===== src/rtl/lsu_pkg.sv =====
// Shared encodings for the load/store unit: access size, FSM state, alignment rule.
package lsu_pkg;

  typedef enum logic [1:0] {
    SIZE_BYTE    = 2'b00,
    SIZE_HALF    = 2'b01,
    SIZE_WORD    = 2'b10,
    SIZE_ILLEGAL = 2'b11
  } size_e;

  typedef enum logic [1:0] {
    IDLE = 2'b00,
    WAIT = 2'b01,
    DONE = 2'b10
  } state_e;

  function automatic logic is_misaligned(input logic [1:0] size, input logic [1:0] lane);
    case (size)
      SIZE_BYTE: return 1'b0;
      SIZE_HALF: return lane[0];
      SIZE_WORD: return lane != 2'b00;
      default:   return 1'b1;
    endcase
  endfunction

endpackage


===== src/rtl/lsu_lane_align.sv =====
// Combinational byte-lane steering: store replication/byte enables, load extraction/extension.
module lsu_lane_align
  import lsu_pkg::*;
(
  input  logic        i_write,
  input  size_e       i_size,
  input  logic        i_signed,
  input  logic [1:0]  i_lane,
  input  logic [31:0] i_wdata,
  input  logic [31:0] i_rdata,
  output logic [3:0]  o_be,
  output logic [31:0] o_wdata,
  output logic [31:0] o_rdata
);

  logic [4:0]  w_shift;
  logic [31:0] w_rshift;

  assign w_shift  = {i_lane, 3'b000};
  assign w_rshift = i_rdata >> w_shift;

  always_comb begin
    o_be    = 4'b1111;
    o_wdata = i_wdata;
    o_rdata = w_rshift;
    case (i_size)
      SIZE_BYTE: begin
        o_wdata = {4{i_wdata[7:0]}};
        o_rdata = {{24{i_signed & w_rshift[7]}}, w_rshift[7:0]};
        if (i_write) o_be = 4'b0001 << i_lane;
      end
      SIZE_HALF: begin
        o_wdata = {2{i_wdata[15:0]}};
        o_rdata = {{16{i_signed & w_rshift[15]}}, w_rshift[15:0]};
        if (i_write) o_be = 4'b0011 << i_lane;
      end
      default: ;
    endcase
  end

endmodule


===== src/rtl/load_store_unit.sv =====
// Load/store unit: IDLE/WAIT/DONE handshake with a word memory, watchdog-based bus error,
// pipeline stall generation and combinational misalignment rejection.
module load_store_unit
  import lsu_pkg::*;
#(
  parameter int ADDR_W  = 12,
  parameter int TIMEOUT = 255
) (
  input  logic              clk,
  input  logic              reset,
  input  logic              req_valid,
  input  logic              req_write,
  input  logic [1:0]        req_size,
  input  logic              req_signed,
  input  logic [31:0]       req_addr,
  input  logic [31:0]       req_wdata,
  output logic              stall,
  output logic [31:0]       load_data,
  output logic              load_valid,
  output logic              misaligned,
  output logic              bus_error,
  output logic              mem_en,
  output logic              mem_we,
  output logic [3:0]        mem_be,
  output logic [ADDR_W-1:0] mem_addr,
  output logic [31:0]       mem_wdata,
  input  logic [31:0]       mem_rdata,
  input  logic              mem_ready
);

  localparam int WDOG_W = (TIMEOUT > 1) ? $clog2(TIMEOUT) : 1;

  state_e              r_state, w_next;
  logic [WDOG_W-1:0]   r_wdog;
  logic                r_write;
  size_e               r_size;
  logic                r_signed;
  logic [ADDR_W+1:0]   r_addr;
  logic [31:0]         r_wdata;
  logic                r_err;
  logic [31:0]         r_load_data;

  logic                w_mis;
  logic                w_accept;
  logic                w_timeout;
  logic [3:0]          w_be;
  logic [31:0]         w_wdata;
  logic [31:0]         w_rdata_ext;
  logic                w_unused_addr;

  assign w_unused_addr = &{1'b0, req_addr[31:ADDR_W+2]};

  assign w_mis     = is_misaligned(req_size, req_addr[1:0]);
  assign w_accept  = (r_state == IDLE) && req_valid && !w_mis;
  assign w_timeout = (r_state == WAIT) && !mem_ready && (r_wdog == WDOG_W'(TIMEOUT - 1));

  // Memory-side steering works only from captured request fields
  lsu_lane_align u_align (
    .i_write  (r_write),
    .i_size   (r_size),
    .i_signed (r_signed),
    .i_lane   (r_addr[1:0]),
    .i_wdata  (r_wdata),
    .i_rdata  (mem_rdata),
    .o_be     (w_be),
    .o_wdata  (w_wdata),
    .o_rdata  (w_rdata_ext)
  );

  assign mem_addr  = r_addr[ADDR_W+1:2];
  assign mem_wdata = w_wdata;
  assign load_data = r_load_data;

  always_ff @(posedge clk) begin
    if (reset) begin
      r_state     <= IDLE;
      r_wdog      <= '0;
      r_write     <= 1'b0;
      r_size      <= SIZE_BYTE;
      r_signed    <= 1'b0;
      r_addr      <= '0;
      r_wdata     <= '0;
      r_err       <= 1'b0;
      r_load_data <= '0;
    end else begin
      r_state <= w_next;
      case (r_state)
        IDLE: if (w_accept) begin
          r_write  <= req_write;
          r_size   <= size_e'(req_size);
          r_signed <= req_signed;
          r_addr   <= req_addr[ADDR_W+1:0];
          r_wdata  <= req_wdata;
          r_wdog   <= '0;
          r_err    <= 1'b0;
        end
        WAIT: begin
          if (mem_ready) begin
            if (!r_write) r_load_data <= w_rdata_ext;
          end else if (w_timeout) begin
            r_err       <= 1'b1;
            r_load_data <= '0;
          end else begin
            r_wdog <= r_wdog + WDOG_W'(1);
          end
        end
        default: ;
      endcase
    end
  end

  // Reset masks every strobe, even while a WAIT is in flight
  always_comb begin
    w_next     = r_state;
    stall      = 1'b0;
    misaligned = 1'b0;
    load_valid = 1'b0;
    bus_error  = 1'b0;
    mem_en     = 1'b0;
    mem_we     = 1'b0;
    mem_be     = 4'b0000;
    case (r_state)
      IDLE: if (w_accept) w_next = WAIT;
      WAIT: if (mem_ready || w_timeout) w_next = DONE;
      DONE: w_next = IDLE;
      default: w_next = IDLE;
    endcase
    if (!reset) begin
      case (r_state)
        IDLE: begin
          stall      = req_valid && !w_mis;
          misaligned = req_valid && w_mis;
        end
        WAIT: begin
          stall  = 1'b1;
          mem_en = 1'b1;
          mem_we = r_write;
          mem_be = w_be;
        end
        DONE: begin
          load_valid = !r_write && !r_err;
          bus_error  = r_err;
        end
        default: ;
      endcase
    end
  end

endmodule


===== config.mk =====
export PLATFORM = sky130hd
export DESIGN_NAME = load_store_unit
export DESIGN_NICKNAME = d
export VERILOG_FILES = /design/src/rtl/lsu_pkg.sv /design/src/rtl/lsu_lane_align.sv /design/src/rtl/load_store_unit.sv
export SDC_FILE = /design/constraint.sdc
export NUM_CORES = 1
export LEC_CHECK = 0
export CORE_UTILIZATION = 44
export DETAILED_ROUTE_END_ITERATION = 16
export GPL_TIMING_DRIVEN = 0
export PLACE_DENSITY = 0.86
export SLEW_MARGIN = 20
export SYNTH_ARGS = -nofsm -noshare
export SYNTH_HDL_FRONTEND = slang
export SYNTH_HIERARCHICAL = 1
export SYNTH_SLANG_ARGS = --single-unit

===== constraint.sdc =====
create_clock -name clk -period 2.4 [get_ports clk]
set_input_delay 0.48 -clock clk [delete_from_list [all_inputs] [get_ports clk]]
set_output_delay 0.48 -clock clk [all_outputs]
set_load 0.01 [all_outputs]

# After elaboration in Yosys (flattened, before gate mapping)
# Cells that the tools add are included.
totals:
  wordCells: 84
  regBits: 93
op_classes:
  n_reduce_logical: 23
  bitwise: 2
  muxes: 34
  eq_ne: 12
  addsub: 1
  n_shift: 3
op_table:
  columns: ["op", "n"]
  rows:
  - ["case mux 32 bit (2 select lines)", 2]
  - ["two-way mux 32 bit", 3]
  - ["right shift 32 x 5 -> 32 bit", 1]
  - ["two-way mux 8 bit", 3]
  - ["two-way mux 4 bit", 4]
  - ["case mux 8 bit (2 select lines)", 1]
  - ["two-way mux 1 bit", 14]
  - ["!= test 2 bit (second input constant)", 5]
  - ["adder 8 x 1 -> 8 bit (second input constant)", 1]
  - ["== test 8 bit (second input constant)", 1]
  - ["case mux 4 bit (2 select lines)", 1]
  - ["AND reduction 4 bit", 2]
  - ["logical AND 1 bit", 7]
  - ["== test 2 x 1 -> 1 bit (second input constant)", 3]
  - ["zero test 2 bit", 3]
  - ["nonzero test 2 bit", 3]
  - ["== test 2 bit (second input constant)", 2]
  - ["zero test 1 bit", 4]
  - ["two-way mux 2 bit", 2]
  - ["case mux 1 bit (2 select lines)", 2]
  - ["case mux 2 bit (2 select lines)", 1]
  - ["AND reduction 2 bit", 2]
  - ["<< shifter 1 x 2 -> 4 bit (first input constant)", 1]
  - ["<< shifter 2 x 2 -> 4 bit (first input constant)", 1]
  - ["other kinds (5)", 6]

# Logic depth before layout (Yosys ltp)
logic_depth:
  depth_word: 6
  mapped_depth: 7
  mapped_depth_nobuf: 6

# Cells and area by module
# Netlist, hierarchy kept.
modules_own_cells:
  columns: ["mod", "instances", "cells_each", "seq_area_each_um2", "area_per_inst_um2"]
  rows:
  - ["load_store_unit", 1, 383, 1861.8, 3512.1]
  - ["lsu_lane_align", 1, 186, 0.0, 1385.1]

# Worst setup path before layout
# No wires, ideal clock.
synth_timing:
  path_kind: "reg2out"
  start: "register r_addr[0]"
  end: "output port mem_be[2]"
  n_path_buf: 2
  slack_ns: 0.454
  required_ns: 1.920
  path_stages_with_launch: 8
  t_arrival_ns: 1.466
  path_cell_list: "dfxtp_1 -> buf_6 -> buf_2 -> inv_1 -> ha_1 -> mux2i_1 -> nand2_1 -> and2_1"
synth_via:
  elab_chain_cells: 5
  word_cells_on_any_way: 7
  cone_classes: "shift (2); mux (5)"
synth_lines:
  columns: ["element", "line", "rtl"]
  rows:
  - ["from (decl)", "load_store_unit.sv:38", "logic [ADDR_W+1:0] r_addr;"]
  - ["from (signal assigned)", "load_store_unit.sv:92", "r_addr <= req_addr[ADDR_W+1:0];"]
  - ["<< shifter 2 x 2 -> 4 bit or << shifter 1 x 2 -> 4 bit (tied branches)", "lsu_lane_align.sv:35, lsu_lane_align.sv:30", null]
  - ["two-way mux 4 bit, on equally long branches", "lsu_lane_align.sv:35, lsu_lane_align.sv:30", null]
  - ["case mux 4 bit (2 select lines) (*)", "lsu_lane_align.sv:26", "case (i_size)"]
  - ["named net w_be[2]", "load_store_unit.sv:46", "logic [3:0] w_be;"]
  - ["two-way mux 4 bit (*)", "load_store_unit.sv:129", "case (r_state)"]
  - ["two-way mux 4 bit (*)", "load_store_unit.sv:128", "if (!reset) begin"]
  - ["to (decl)", "load_store_unit.sv:24", "output logic [3:0] mem_be,"]
# Mark *: on every way through the listed nets, which the timed path passes. The rest lies on a longest branch.

# Final worst setup path
layout_timing:
  start: "register r_size[0]"
  end: "output port mem_wdata[24]"
layout_via:
  elab_chain_cells: 2
  word_cells_on_any_way: 3
  cone_classes: "eq/ne (1); mux (1); reduce/logical (1)"
layout_lines:
  columns: ["element", "line", "rtl"]
  rows:
  - ["from (decl)", "load_store_unit.sv:36", "size_e r_size;"]
  - ["from (signal assigned)", "load_store_unit.sv:90", "r_size <= size_e'(req_size);"]
  - ["== test 2 x 1 -> 1 bit or zero test 2 bit (tied branches)", "lsu_lane_align.sv:26", null]
  - ["case mux 32 bit (2 select lines) (*)", "lsu_lane_align.sv:26", null]
  - ["to (decl)", "load_store_unit.sv:26", "output logic [31:0] mem_wdata,"]
# Every way passes the cells marked *; elsewhere a longest branch is shown, timed or not.

==> summary.md <==
| Metric | Value |
|---|---|
| Syn Inst Count | 569 |
| RSZ-0062 raised after global routing | no |
| CTS sink cnt | 93 |
| Worst EP required | 1.92 ns |
| Asr flop ratio synth | 0% |
| 1st-iter DRT viols | 275 |
| Fin nets | 864 |
| Row count | 38 |
| Final Cell Area | 7179 um^2 |
| Clock slew seen by the registers of the worst setup and hold paths | 0.09 ns |
| Fin. Hold Viols | 0 |
| Vias/cell | 5.452 |
| Post-route setup slack | 0.07577 ns |
| Final max-slew violation count | 0 |
| Relative slew slack | 58.47% |
| Post-DP Area | 6784 um^2 |
| Setup CP Type | reg2out |
| First-pass GRT wire length | 23070 um |
| Total negative slack | 0 ns |
| Core area | 10840 um^2 |
| CTS tree | built |
| Number of port buffers | 171 |
| Placed wire-length estimate | 11340 um |
| Post-synth top area share | 38.02% |
| Final core utilization | 66.23% |
| Maximum net fanout on the critical path | 10 |
| Synth Warn # | 6 |
| Largest net degree at the start of global routing | 19 |
| Crit-path leading delay family | buffers and inverters |
| Clk Latency, worst-skew pair | 0.34 ns |
| Die W | 107.5 um |
| Cts hold-fix bufs | 0 |
| CP cell instances | buf_6 -> mux2i_1 -> o21ai_1 -> clkdlybuf4s50_1 |
| Clk buf depth | 2 |
| Die footprint | 11560 um^2 |
| Synthesized area | 4897 um^2 |
| Hold crit path type | reg2reg |
| Ys flop type | dfxtp_1 |
| Largest stage delay, worst path | 0.48 ns |
| Pre-CTS setup slack | -0.4886 ns |
| Post-synthesis sequential area ratio | 38.02% |
| Final wirelength | 14960 um |
| Drt wl/cell | 16.64 um |
| P&R area growth vs syn | 46.60% |
| Vias in the first global route | 4609 |
| VDD IR max | 0.3063 mV |
| CP Data Arrival Time | 1.84 ns |
| I/O pins | 190 |
| #FFs+latches synth | 93 |
| Placer congestion estimate | 0.9382 |
| Fin crit period | 2.324 ns |
| Setup violators final | 0 |
| Slew @ Worst Pin | 0.6230 ns |
| Die H | 107.5 um |
| DRT Pass-1 Iters | 5 |
| Commonest non-fill, non-tap cell in the layout | clkdlybuf4s50_1 |
| Slowest-stage cell, CP | clkdlybuf4s50_1 |
| CTS Buf Count | 9 |
| Worst path bufs/invs | 2 |
| Number of max-cap violations | 0 |
| Ant. Diodes | 0 |
| Ranking of synthesized cells by area | dfxtp_1 (38%), nand2_1 (11%), a21oi_1 (6.3%), mux2_1 (6.0%), a22o_1 (5.7%) |
| Lkg Pwr | 2.990 nW |
| Peak Freq | 430.2 MHz |
| Setup Skew | 0.005853 ns |
| Commonest non-fill, non-tap cells in the layout | clkdlybuf4s50_1 (148), nand2_1 (145), dfxtp_1 (88), a21oi_1 (61), a22o_1 (32) |
| Initial antenna violation count | 0 |
| Crit end category | output port |
| Grt total ovfl | 0 |
| CTS Root Cell | clkbuf_8 |
| Synthesized Nets | 679 |
| Antenna-violating nets left | 0 |
| Status | finished, final reports clean |
| Area leader, netlist | dfxtp_1 |
| Cell Pwr Density | 503.2 nW/um^2 |
| Starting density of the core | 45.18% |
| Post-route DRC violation count | 0 |
| H-tree levels | 3 |
| Startpoint types | flop |
| Netlist cell types | 52 |
| Number of synthesized flops with an enable pin | 0 |
| Total track usage | 25.43% |
| Via count | 4901 |
| Period utilization | 96.84% |
| Syn_area_per_cell | 8.607 um^2 |
| Layout cells sized above 1 | 15.02% |
## routing by layer
layer	vias to the layer above	track usage [%]	wire (um)
met2	229	44.05	7491
met1	2303	31.76	6086
met3	19	4.843	1156
met5	-	0	0
li1	2350	-	-
met4	0	7.632	227
## cell families after synthesis
kind of cell             share of synthesized area (%)
AND/OR/NAND/NOR                                  18.68
AO/OA/AOI/OAI                                    22.23
flip-flops                                       38.02
buffers and inverters                            8.227
multiplexers                                     11.32
adder cells (fa/ha/maj)                          1.533
## worst register-to-register path, cell delays in order (launching register included)
cell and delay [ns]:
dfxtp_4 0.39, buf_12 0.10, buf_4 0.27, mux2_4 0.38, a221oi_4 0.61, a21oi_2 0.09
a22o_1 0.23
## synth_stat cells, types with 2 or more instances
cell type / n
nand2_1: 145
dfxtp_1: 93
a21oi_1: 62
a22o_1: 32
buf_4: 27
mux2_1: 26
o211ai_1: 17
o21ai_1: 17
mux2i_1: 16
buf_2: 13
clkbuf_1: 13
a21oi_2: 9
nor2_1: 9
nand3_1: 7
and2_1: 6
and3_1: 6
ha_1: 6
buf_6: 5
mux2_2: 5
nor2b_1: 4
inv_1: 3
inv_2: 3
mux2_4: 3
nand2b_1: 3
nor3_1: 3
nor3b_2: 3
a211o_1: 2
a21o_1: 2
buf_1: 2
nor4_1: 2
o21a_1: 2
o21ai_0: 2
o32ai_1: 2
## registers in the layout, summed over array words and instances, names as in the netlist
register,count
load_data,32
r_addr,14
r_err,1
r_signed,1
r_size,2
r_state,2
r_wdata,32
r_wdog,8
r_write,1
## per-stage QoR
step | instances | power (W) | hold WS (ns)
after global routing | 899 | 0.003773 | 0.4931
after global placement | 880 | 0.002417 | 0.4414
after CTS | 899 | 0.003631 | 0.4595
final | 899 | 0.003613 | 0.4594
after detailed placement | 880 | 0.002435 | 0.4466
after floorplan | 569 | 0.002062 | 0.4339
## path summary, 6_finish.rpt
kind               from       endpoint  slack (ns)  cells after the start
max           r_size[0]  mem_wdata[24]        0.08                      4
min          r_addr[10]     r_addr[10]        0.46                      2
min reg2reg  r_addr[10]     r_addr[10]        0.46                      2
max reg2reg   r_addr[0]   load_data[8]        0.23                      6
## power breakdown
part	internal (W)	leakage, nW	total (W)	switching [W]
Sequential	0.00159	0.758	0.00164	0.0000465
Clock	0.000646	0.120	0.00119	0.000544
Combinational	0.000409	2.11	0.000782	0.000373
Total	0.00265	2.99	0.00361	0.000963
## repair_timing
item,in CTS,in global routing
buffers inserted,5,1
cloned,0,0
setup endpoints to repair,32,21
resized for setup,44,20
pin swaps,3,0
## area by class of cell
cell class	instances	area (um^2)
multi-input combinational	410	2664
clock inverter	5	82.58
inverter	6	32.53
fill	868	3661
timing repair buffer	177	1775
clock buffer	11	151.4
sequential	93	1878
buffer	57	420.4
tap	140	175.2
Note: power is estimated with default switching activity, not from simulation.
